File: src/rtl/conv3_buf_sched.sv
// Write/read scheduler for the conv3 output line buffer (circular RAM of MEM_ROWS rows).
// Define CONV3_BUF_SCHED_PERF_EN to add the wr_stall_cnt/rd_wait_cnt performance counters.
module conv3_buf_sched #(
   parameter int unsigned LENGTH   = 18,
   parameter int unsigned HEIGHT   = 57,
   parameter int unsigned FILTER   = 2,
   parameter int unsigned STRIDE   = 2,
   parameter int unsigned MEM_ROWS = 4,
   parameter int unsigned ADDR_W   = 9,
   parameter int unsigned CNT_W    = 7
) (
   input  logic              clk_in,
   input  logic              rst,
   input  logic              in_valid,
   output logic              in_ready,
   output logic              wr_en,
   output logic [ADDR_W-1:0] wr_addr,
   input  logic              out_ready,
   output logic [ADDR_W-1:0] rd_addr,
   output logic              rd_valid,
   output logic              win_first,
   output logic              win_last,
   output logic              frame_done
`ifdef CONV3_BUF_SCHED_PERF_EN
   ,
   output logic [15:0]       wr_stall_cnt,
   output logic [15:0]       rd_wait_cnt
`endif
);

   localparam int unsigned PrW = (MEM_ROWS > 1) ? $clog2(MEM_ROWS) : 1;

   typedef logic [CNT_W-1:0] cnt_t;
   typedef logic [CNT_W:0]   cnt_x_t;
   typedef logic [PrW-1:0]   prow_t;
   typedef logic [PrW:0]     prow_sum_t;

   localparam cnt_t      CntOne     = cnt_t'(1);
   localparam cnt_t      ColLast    = cnt_t'(LENGTH - 1);
   localparam cnt_t      RowsTotal  = cnt_t'(HEIGHT);
   localparam cnt_t      WinLast    = cnt_t'((LENGTH - FILTER) / STRIDE);
   localparam cnt_t      OutRowLast = cnt_t'((HEIGHT - FILTER) / STRIDE);
   localparam cnt_t      OffLast    = cnt_t'(FILTER - 1);
   localparam cnt_t      StrideCnt  = cnt_t'(STRIDE);
   localparam cnt_x_t    MemRowsX   = cnt_x_t'(MEM_ROWS);
   localparam cnt_x_t    OffLastX   = cnt_x_t'(FILTER - 1);
   localparam prow_t     PrOne      = prow_t'(1);
   localparam prow_t     PrLast     = prow_t'(MEM_ROWS - 1);
   localparam prow_sum_t MemRowsP   = prow_sum_t'(MEM_ROWS);
   localparam prow_sum_t StrideP    = prow_sum_t'(STRIDE);

   typedef enum logic [1:0] {StIdle, StWait, StRead, StDone} rd_state_e;

   function automatic logic [ADDR_W-1:0] row_addr(input prow_t prow, input cnt_t col);
      return ADDR_W'(prow) * ADDR_W'(LENGTH) + ADDR_W'(col);
   endfunction

   // Sums never exceed 2*MEM_ROWS-1, so one conditional subtract is a full modulo.
   function automatic prow_t prow_wrap(input prow_sum_t sum);
      return (sum >= MemRowsP) ? prow_t'(sum - MemRowsP) : prow_t'(sum);
   endfunction

   rd_state_e state_q, state_d;
   cnt_t      wr_row_q, wr_row_d;
   cnt_t      wr_col_q, wr_col_d;
   prow_t     wr_prow_q, wr_prow_d;
   cnt_t      rel_row_q, rel_row_d;
   prow_t     rel_prow_q, rel_prow_d;
   cnt_t      out_row_q, out_row_d;
   cnt_t      win_q, win_d;
   cnt_t      dr_q, dr_d;
   cnt_t      dc_q, dc_d;
   logic      rd_valid_q, rd_valid_d;
   logic      win_first_q, win_first_d;
   logic      win_last_q, win_last_d;
   logic      frame_done_q, frame_done_d;
   logic      clear;
   logic      elem_last;
   prow_t     rd_prow;
   cnt_t      rd_col;

   always_ff @(posedge clk_in or posedge rst) begin
      if (rst) begin
         state_q      <= StIdle;
         wr_row_q     <= '0;
         wr_col_q     <= '0;
         wr_prow_q    <= '0;
         rel_row_q    <= '0;
         rel_prow_q   <= '0;
         out_row_q    <= '0;
         win_q        <= '0;
         dr_q         <= '0;
         dc_q         <= '0;
         rd_valid_q   <= 1'b0;
         win_first_q  <= 1'b0;
         win_last_q   <= 1'b0;
         frame_done_q <= 1'b0;
      end else begin
         state_q      <= state_d;
         wr_row_q     <= wr_row_d;
         wr_col_q     <= wr_col_d;
         wr_prow_q    <= wr_prow_d;
         rel_row_q    <= rel_row_d;
         rel_prow_q   <= rel_prow_d;
         out_row_q    <= out_row_d;
         win_q        <= win_d;
         dr_q         <= dr_d;
         dc_q         <= dc_d;
         rd_valid_q   <= rd_valid_d;
         win_first_q  <= win_first_d;
         win_last_q   <= win_last_d;
         frame_done_q <= frame_done_d;
      end
   end

   // Write side: held off until the scheduler leaves IDLE, then bounded by the oldest live row.
   always_comb begin
      in_ready  = (state_q != StIdle)
                  && ({1'b0, wr_row_q} < ({1'b0, rel_row_q} + MemRowsX))
                  && (wr_row_q < RowsTotal);
      wr_en     = in_valid && in_ready;
      wr_addr   = row_addr(wr_prow_q, wr_col_q);
      wr_row_d  = wr_row_q;
      wr_col_d  = wr_col_q;
      wr_prow_d = wr_prow_q;
      if (clear) begin
         wr_row_d  = '0;
         wr_col_d  = '0;
         wr_prow_d = '0;
      end else if (wr_en) begin
         if (wr_col_q == ColLast) begin
            wr_col_d  = '0;
            wr_row_d  = wr_row_q + CntOne;
            wr_prow_d = (wr_prow_q == PrLast) ? '0 : wr_prow_q + PrOne;
         end else begin
            wr_col_d = wr_col_q + CntOne;
         end
      end
   end

   always_comb begin
      rd_prow = prow_wrap({1'b0, rel_prow_q} + prow_sum_t'(dr_q));
      rd_col  = win_q * StrideCnt + dc_q;
      rd_addr = row_addr(rd_prow, rd_col);
   end

   // Read FSM: element order is column offset outer, row offset inner.
   always_comb begin
      state_d      = state_q;
      rel_row_d    = rel_row_q;
      rel_prow_d   = rel_prow_q;
      out_row_d    = out_row_q;
      win_d        = win_q;
      dr_d         = dr_q;
      dc_d         = dc_q;
      rd_valid_d   = 1'b0;
      win_first_d  = 1'b0;
      win_last_d   = 1'b0;
      frame_done_d = 1'b0;
      clear        = 1'b0;
      elem_last    = (dr_q == OffLast) && (dc_q == OffLast);
      unique case (state_q)
         StIdle: state_d = StWait;
         StWait: begin
            if ({1'b0, wr_row_q} > ({1'b0, rel_row_q} + OffLastX)) begin
               state_d = StRead;
            end
         end
         StRead: begin
            if (out_ready) begin
               rd_valid_d  = 1'b1;
               win_first_d = (dr_q == '0) && (dc_q == '0);
               win_last_d  = elem_last;
               if (elem_last) begin
                  dr_d = '0;
                  dc_d = '0;
                  if (win_q == WinLast) begin
                     win_d      = '0;
                     out_row_d  = out_row_q + CntOne;
                     rel_row_d  = rel_row_q + StrideCnt;
                     rel_prow_d = prow_wrap({1'b0, rel_prow_q} + StrideP);
                     state_d    = (out_row_q == OutRowLast) ? StDone : StWait;
                  end else begin
                     win_d = win_q + CntOne;
                  end
               end else if (dr_q == OffLast) begin
                  dr_d = '0;
                  dc_d = dc_q + CntOne;
               end else begin
                  dr_d = dr_q + CntOne;
               end
            end
         end
         StDone: begin
            if (wr_row_q == RowsTotal) begin
               frame_done_d = 1'b1;
               clear        = 1'b1;
               rel_row_d    = '0;
               rel_prow_d   = '0;
               out_row_d    = '0;
               win_d        = '0;
               dr_d         = '0;
               dc_d         = '0;
               state_d      = StWait;
            end
         end
         default: state_d = StIdle;
      endcase
   end

   assign rd_valid   = rd_valid_q;
   assign win_first  = win_first_q;
   assign win_last   = win_last_q;
   assign frame_done = frame_done_q;

`ifdef CONV3_BUF_SCHED_PERF_EN
   logic [15:0] wr_stall_q, wr_stall_d;
   logic [15:0] rd_wait_q, rd_wait_d;

   // Cleared after the frame_done pulse so the totals can be captured alongside it.
   always_comb begin
      wr_stall_d = wr_stall_q;
      rd_wait_d  = rd_wait_q;
      if (frame_done_q) begin
         wr_stall_d = '0;
         rd_wait_d  = '0;
      end else begin
         if (in_valid && !in_ready && (wr_stall_q != 16'hFFFF)) begin
            wr_stall_d = wr_stall_q + 16'd1;
         end
         if ((state_q == StWait) && (rd_wait_q != 16'hFFFF)) begin
            rd_wait_d = rd_wait_q + 16'd1;
         end
      end
   end

   always_ff @(posedge clk_in or posedge rst) begin
      if (rst) begin
         wr_stall_q <= '0;
         rd_wait_q  <= '0;
      end else begin
         wr_stall_q <= wr_stall_d;
         rd_wait_q  <= rd_wait_d;
      end
   end

   assign wr_stall_cnt = wr_stall_q;
   assign rd_wait_cnt  = rd_wait_q;
`endif

endmodule

File: config.mk
export PLATFORM = sky130hd
export DESIGN_NAME = conv3_buf_sched
export DESIGN_NICKNAME = d
export VERILOG_FILES = /design/src/rtl/conv3_buf_sched.sv
export SDC_FILE = /design/constraint.sdc
export NUM_CORES = 1
export LEC_CHECK = 0
export BUFFER_PORTS_ARGS = -buffer_cell sky130_fd_sc_hd__buf_2
export CAP_MARGIN = 20
export CELL_PAD_IN_SITES_DETAIL_PLACEMENT = 1
export CELL_PAD_IN_SITES_GLOBAL_PLACEMENT = 1
export CORE_UTILIZATION = 30
export DETAILED_ROUTE_END_ITERATION = 8
export GPL_ROUTABILITY_DRIVEN = 1
export PLACE_DENSITY = 0.61
export RECOVER_POWER = 25
export SLEW_MARGIN = 0
export SYNTH_ARGS = -nofsm -noshare
export SYNTH_HDL_FRONTEND = slang
export SYNTH_SLANG_ARGS = --single-unit
File: constraint.sdc
create_clock -name clk_in -period 3.4 [get_ports clk_in]
set_clock_uncertainty 0.05 [all_clocks]
set_input_delay 0.17 -clock clk_in [delete_from_list [all_inputs] [get_ports clk_in]]
set_output_delay 0.17 -clock clk_in [all_outputs]
set_load 0.005 [all_outputs]
# After elaboration in Yosys (flattened, before gate mapping)
# Index checks and enable logic that the tools add are counted.
classes:
  n_addsub: 17
  multipliers: 2
  n_lt_le_gt_ge: 5
  eq_ne: 16
  muxes: 53
  n_reduce_logical: 18
ops:
  columns: ["cell", "count"]
  rows:
  - ["$mux 7", 22]
  - ["$pmux 7 s2", 5]
  - ["$add 7x1->7 const B", 6]
  - ["$mux 2", 16]
  - ["$add 7x7->8", 2]
  - ["$eq 7x1->1 const B", 2]
  - ["$eq 7x5->1 const B", 2]
  - ["$logic_not 7->1", 2]
  - ["$mul 2x4->6 const B", 2]
  - ["$ne 2x2->1 const B", 5]
  - ["$reduce_and 5->1", 2]
  - ["$add 7x1->8 const B", 1]
  - ["$add 7x3->8 const B", 1]
  - ["$gt 7x8->1", 1]
  - ["$lt 7x8->1", 1]
  - ["$mux 1", 8]
  - ["$pmux 2 s4", 1]
  - ["$reduce_and 4->1", 2]
  - ["$reduce_bool 2->1", 4]
  - ["$add 7x2->7 const B", 1]
  - ["$add 7x7->7", 1]
  - ["$eq 7x4->1 const B", 1]
  - ["$eq 7x6->1 const B", 1]
  - ["$lt 7x6->1 const B", 1]
  - ["other kinds (13)", 21]
totals:
  register_bits: 59
  inputBits: 4
  output_inout_bits: 24
  elab_cells: 125

# Longest topological paths before layout
# Gate-level depths: netlist of the first run.
depth:
  ltp_word: 7
  mapped_depth: 10
  depth_no_buf: 10

# Worst setup path after synthesis of the first run
# Ideal clock, no wire load.
synth_timing:
  kind: "reg-to-reg"
  start: "register rel_row_q[2]"
  end: "register wr_col_q[4]"
  setup_time_ns: 0.122
  arrival_ns: 2.223
  required_time_ns: 3.228
  slack_ns: 1.005
  stages_incl_launch_ff: 10
  n_path_buf: 1
  period_less_slack_ns: 2.395
  path_cell_list: "dfrtp_1 -> ha_1 -> inv_1 -> ha_1 -> a21oi_1 -> a21oi_1 -> o211a_1 -> clkbuf_1 -> a2111o_1 -> a32o_1"
synth_via:
  elab_chain_len: 6
synth_rtl:
  columns: ["element", "line", "source"]
  rows:
  - ["start: declaration", "67", "cnt_t rel_row_q, rel_row_d;"]
  - ["start signal: assignment", "103", "rel_row_q <= rel_row_d;"]
  - ["$add 7x3->8", "119", "&& ({1'b0, wr_row_q} < ({1'b0, rel_row_q} + MemRowsX))"]
  - ["$lt 7x8->1", "119", null]
  - ["$logic_and 1x1->1", "119", null]
  - ["$logic_and 1x1->1", "120", "&& (wr_row_q < RowsTotal);"]
  - ["$logic_and 1x1->1", "121", "wr_en = in_valid && in_ready;"]
  - ["$reduce_bool 2->1 (no source line)", null, null]
  - ["end signal: assignment", "101", "wr_col_q <= wr_col_d;"]
  - ["end: declaration", "65", "cnt_t wr_col_q, wr_col_d;"]
# Every way passes these cells.
# A chain may end at the register's enable or synchronous reset.

# Worst setup path after layout of the first run
layout_timing:
  start: "register win_q[0]"
  end: "output rd_addr[6]"
layout_via:
  elab_chain_len: 2
layout_rtl:
  columns: ["element", "line", "source"]
  rows:
  - ["start: declaration", "70", "cnt_t win_q, win_d;"]
  - ["start signal: assignment", "106", "win_q <= win_d;"]
  - ["$add 7x7->7", "143", "rd_col = win_q * StrideCnt + dc_q;"]
  - ["$add 7x7->8", "55", "return ADDR_W'(prow) * ADDR_W'(LENGTH) + ADDR_W'(col);"]
  - ["end: declaration", "19", "output logic [ADDR_W-1:0] rd_addr,"]
# Every way passes these cells.

==> impl_metrics.ini, run 1 <==
[clocking]
clock-sinks = 57
path_clk_slew_ns = 0.05
cts-root-buf = clkbuf_16
numCtsBuffers = 9
htreeDepth = 3
clock_latency_ns = 0.33
cts_tree = done
cts_max_path_buffers = 2
cts_resized = 0

[place]
place_inst = 677
postPlaceCellArea_sq_um = 4570
dpl.hpwl_um = 8410
port-buffer-count = 25
gp_congestion = 0.785

[synthesis]
synth-seq-cells = 57
synth.distinct_cells = 56
yosysWarnings = 0
synthSimpleGateAreaFrac = 0.243
synth-xor-area-share = 0.0454
synthAdderAreaFrac = 0.147
syn_area_sq_um = 4240
syn_inst = 480
synth_compound_area_frac = 0.152
synth-main-ff-cell = dfrtp_1
yosysSeqAreaShare = 0.336
synthArstFlopShare = 1.00
synth_top_family_by_area = simple AND/OR/NAND/NOR gates
synth_edf_count = 0
avgSynthCellArea_sq_um = 8.83
synthMuxAreaShare = 0.0224

[power]
power.density_nw_per_um2 = 392
ir_worst_vdd_mv = 0.255
leakagePower_nw = 2.21

[sta]
setup_violations = 0
timing.final.crit_period_ns = 2.94
hold_viol = 0
maxSlewViolCount = 0
rsz0062_at_grt = no
clock.fmax_mhz = 341
fin_setup_tns_ns = 0
min_period_over_period = 0.864
tightest_slew_ns = 1.02
slew_headroom = 0.321

[drt]
drt_iter0_drc = 108
wl_per_cell_um = 16.0
vias_per_cell = 5.22
drt-total-wl_um = 11100
ant_nets = 0
firstDrtPassIters = 6
route.vias.total = 3616
drc = 0

[critical_path]
rrSetupSlack_ns = 0.78
startpoint_type = register
endpoint = rd_addr[6]
startpoint = win_q[0]$_DFFE_PP0P_
worstPathRequired_ns = 3.18
cp-end-kind = primary output
r2r_start = dr_q[1]$_DFFE_PP0P_
path_class = reg -> out
path_max_fanout = 6
worst-r2r-cell-count = 7
timing.rr.end = rel_row_q[6]$_DFFE_PP0P_
cp.arrival_ns = 2.72

[die]
die_y_um = 121
die_w_um = 121
start_util = 0.307
rows = 43
die_area_sq_um = 14600
core-area_sq_um = 13800
num_io_pins = 28

[worst_hold_path]
hold_path_depth = 3
hold_class = in -> reg

[finish]
diodes = 0
fin_nets = 561
drive_above_1_share = 0.117
final_cell_mix = dfrtp_1 (57), ha_1 (45), nand2_1 (38)
final_cells = 693
layout_commonest_cell = dfrtp_1
area_growth_pct = 14.0
final_cell_area_sq_um = 4830

[grt]
grt_antenna_before_repair = 0
grt_pass1_vias = 3852
overflow = 0
grt_max_degree = 40
grt_usage = 0.166
grt_pass1_wl_um = 19200

[job]
maxCapViolations = 0

[status]
status = completed
## sequential cells by signal, summed over array words and instances (netlist names), 2 cells and up
name       count
dc_q           7
dr_q           7
out_row_q      7
rel_row_q      6
state_q        2
win_q          7
wr_col_q       7
wr_prow_q      2
wr_row_q       7
## cells in the mapped netlist (4+ instances only)
library cell,instances,area share
o211ai_1,6,0.011
and2_1,6,0.0089
a31oi_1,5,0.0074
ha_1,45,0.13
xor2_1,8,0.017
o31ai_1,8,0.014
and3_1,7,0.010
nand2b_1,10,0.015
nor3_1,15,0.018
dfrtp_1,57,0.34
a21oi_1,21,0.025
or4_1,9,0.016
nor2b_1,11,0.016
clkbuf_1,9,0.0080
mux2_2,4,0.011
mux2i_1,5,0.012
nand2_1,38,0.034
nor4_1,7,0.010
or2_2,6,0.0089
o21a_1,4,0.0071
o21ai_0,28,0.033
buf_4,4,0.0071
inv_1,35,0.031
a21o_1,8,0.014
nor2_1,27,0.024
xnor2_1,14,0.029
nand4_1,10,0.015
nand3_1,30,0.035
## cells by family after synthesis
family / Yosys count
DFF: 57
other: 1
and+or+nand+nor: 191
adders and majority gates: 48
muxes: 9
xor gates and xnor gates: 22
buffers and inverters: 53
AOI/OAI and AO/OA: 99
## worst max-delay path: stages (launching register included)
cell and delay (ns):
dfrtp_1 0.44, ha_1 0.20, inv_1 0.05, fa_1 0.53, inv_1 0.06, ha_1 0.26, a21oi_1 0.14, nor2b_1 0.07
a21o_1 0.18, a21oi_1 0.18, xnor2_1 0.14, buf_2 0.13
## timing repair
action	in CTS	in global routing
endpoints found under the hold margin	18	0
hold buffers	1	0
buffers inserted	0	0
## layout make-up
class	count	area (sq um)
clock inverter	4	20.0
inverter	35	131
timing repair buffer	35	194
tap	180	225
fill	1620	8990
sequential	57	1430
clock buffer	11	243
multi-input combinational	371	2590
## metal layers
metal / wire [um] / track usage / up-vias
met2: 5560 / 0.293 / 44
met1: 5140 / 0.207 / 1783
met3: 308 / 0.0329 / 8
met5: 0 / 0 / -
li1: - / - / 1781
met4: 104 / 0.0409 / 0
## stage by stage
step	hold slack, ns	utilization	total power [mW]	setup slack (ns)
6_report	0.138	0.349	1.90	0.463
5_1_grt	0.148	0.349	2.00	0.308
4_1_cts	0.110	0.350	1.92	0.432
3_5_place_dp	0.190	0.330	1.09	0.787
3_3_place_gp	0.185	0.330	1.08	0.895
2_1_floorplan	0.260	-	0.990	1.01
## power breakdown
part	leakage, nW	internal [mW]	switching, mW
Sequential	0.720	0.723	0.0799
Combinational	1.36	0.138	0.138
Clock	0.135	0.503	0.314
Total	2.21	1.36	0.532
## worst min path at each step
stage	startpoint	to	slack [ns]
global placement	rst	wr_col_q[0]$_DFFE_PP0P_	0.19
CTS	out_ready	rd_valid$_DFF_PP0_	0.11
detailed placement	rst	wr_col_q[3]$_DFFE_PP0P_	0.19
floorplan	out_ready	rd_valid$_DFF_PP0_	0.26
finish	out_ready	rd_valid$_DFF_PP0_	0.14
global route	out_ready	rd_valid$_DFF_PP0_	0.15
No activity file was read; power rests on OpenSTA's default activity.
==> inputs of run 2 (changes only) <==
--- a/config.mk
+++ b/config.mk
@@ -6,7 +6,6 @@
 export NUM_CORES = 1
 export LEC_CHECK = 0
 export BUFFER_PORTS_ARGS = -buffer_cell sky130_fd_sc_hd__buf_2
-export CAP_MARGIN = 20
 export CELL_PAD_IN_SITES_DETAIL_PLACEMENT = 1
 export CELL_PAD_IN_SITES_GLOBAL_PLACEMENT = 1
 export CORE_UTILIZATION = 30
==> constraint.sdc (replaced) <==
create_clock -name clk_in -period 3.4 [get_ports clk_in]
set_clock_uncertainty 0.05 [all_clocks]
set_input_delay 0.51 -clock clk_in [delete_from_list [all_inputs] [get_ports clk_in]]
set_output_delay 0.51 -clock clk_in [all_outputs]
set_load 0.005 [all_outputs]
==> run 2 against run 1 <==
  * Die area is the same
  * Worst hold slack gained 0.26 ns
  * Via count is 1.2% higher
  * Core utilization rose by 0.17 points
  * Largest power group unchanged
==> impl_metrics.ini, run 2 (same netlist as run 1, synthesis figures left out) <==
[status]
status = completed

[power]
swShare = 0.287
p_seq_frac = 0.423
power_switching_mw = 0.544
finalPower_mw = 1.89
power_report.internal_total_mw = 1.35
power_frac_clock = 0.430
p_comb_frac = 0.147
leakagePower_nw = 2.23
ir_worst_vdd_mv = 0.216
power.density_nw_per_um2 = 390

[die]
die_w_um = 121
core-area_sq_um = 13800
rows = 43
num_io_pins = 28
start_util = 0.307
die_y_um = 121
die_area_sq_um = 14600

[sta]
setup_violations = 0
slew_headroom = 0.271
maxSlewViolCount = 0
tightest_slew_ns = 1.09
timing.final.crit_period_ns = 3.22
setup_slack_ns = 0.180
fin_setup_tns_ns = 0
hold_viol = 0
min_period_over_period = 0.947
clock.fmax_mhz = 311

[clocking]
hold_buffers = 0
cts-root-buf = clkbuf_16
cts_tree = done
clock-sinks = 57
numCtsBuffers = 9
clock_latency_ns = 0.34
cts_max_path_buffers = 2
path_clk_slew_ns = 0.05
htreeDepth = 3

[grt]
grt_usage = 0.168
grt_pass1_vias = 3869
grt_pass1_wl_um = 19400
grt_max_degree = 29
overflow = 0
grt_antenna_before_repair = 0

[critical_path]
cp-end-kind = primary output
timing.rr.end = rel_row_q[6]$_DFFE_PP0P_
worst-r2r-cell-count = 7
worstPathRequired_ns = 2.84
rrSetupSlack_ns = 0.68
startpoint_type = register
path_class = reg -> out
path_max_fanout = 4
cp.arrival_ns = 2.66
r2r_start = dr_q[1]$_DFFE_PP0P_

[finish]
drive_above_1_share = 0.136
layout_commonest_cell = dfrtp_1
final_cell_mix = dfrtp_1 (56), ha_1 (45), nand2_1 (38)
diodes = 0
area_growth_pct = 14.5
fin_nets = 563
final_cell_area_sq_um = 4860
final_cells = 696

[drt]
vias_per_cell = 5.26
firstDrtPassIters = 4
drc = 0
ant_nets = 0
drt-total-wl_um = 11000
drt_iter0_drc = 79
route.vias.total = 3661
wl_per_cell_um = 15.9

[place]
place_inst = 678
pre_cts_slack_ns = 0.480
postPlaceCellArea_sq_um = 4580
port-buffer-count = 25
dpl.hpwl_um = 8440
gp_congestion = 0.774

[job]
maxCapViolations = 0

[worst_hold_path]
hold_class = in -> async
[run 2: changes by cell type in the layout (fill, tap and decap cells not counted), moves of 2 or more]
| cell | previous run | this run |
|---|---|---|
| buf_2 | 20 | 25 |
| buf_4 | 8 | 11 |
| clkbuf_1 | 6 | 2 |
| clkinvlp_4 | 0 | 2 |
[run 2: metrics by stage]
stage,hold slack [ns],utilization
floorplan,0.426,-
finish,0.398,0.351
global route,0.445,0.351
CTS,0.231,0.350
global placement,0.447,0.331
detailed placement,0.448,0.331
[run 2: layer usage]
layer / GRT usage / vias to the layer above / routed length, um
li1: - / 1777 / -
met1: 0.207 / 1829 / 5210
met2: 0.295 / 45 / 5440
met3: 0.0277 / 10 / 244
met4: 0.0556 / 0 / 144
met5: 0 / - / 0
[run 2: layout make-up]
| type | count | area (sq um) |
|---|---|---|
| well taps | 180 | 225 |
| clock inverters | 6 | 35.0 |
| fillers | 1636 | 8970 |
| clock buffers | 10 | 229 |
| multi-input cells | 371 | 2600 |
| repair buffers | 37 | 211 |
| inverters | 35 | 131 |
| flip-flops and latches | 57 | 1430 |
[run 2: worst max-delay path, stage by stage (launching register included)]
cell     delay, ns
dfrtp_1       0.40
ha_1          0.18
inv_1         0.06
fa_1          0.57
inv_1         0.06
ha_1          0.26
a21oi_1       0.14
nor2b_1       0.07
a21o_1        0.19
a21oi_2       0.14
xnor2_1       0.13
buf_2         0.13
[run 2: repair_timing]
action                                  4_1_cts  5_1_grt
resized for setup                             0        2
buffers inserted                              0        2
endpoints found under the setup margin        0        2
[run 2: how the worst max path moves through the flow]
stage                               from          to  slack [ns]  cells after the start
finish               dc_q[1]$_DFFE_PP0P_  rd_addr[6]        0.18                     11
global placement    win_q[0]$_DFFE_PP0P_  rd_addr[6]        0.53                     11
CTS                 win_q[0]$_DFFE_PP0P_  rd_addr[6]        0.11                     11
detailed placement  win_q[0]$_DFFE_PP0P_  rd_addr[6]        0.48                     11
floorplan           win_q[0]$_DFFE_PP0P_  rd_addr[6]        0.74                     10
global route         dc_q[1]$_DFFE_PP0P_  rd_addr[6]       -0.02                     11
[run 2: power by group through the flow]
stage	Sequential, mW	Combinational [mW]	Clock, mW
after global routing	0.815	0.322	0.866
after floorplan	0.775	0.215	0
after detailed placement	0.814	0.282	0
final	0.801	0.278	0.815
after CTS	0.803	0.286	0.838
after global placement	0.810	0.272	0
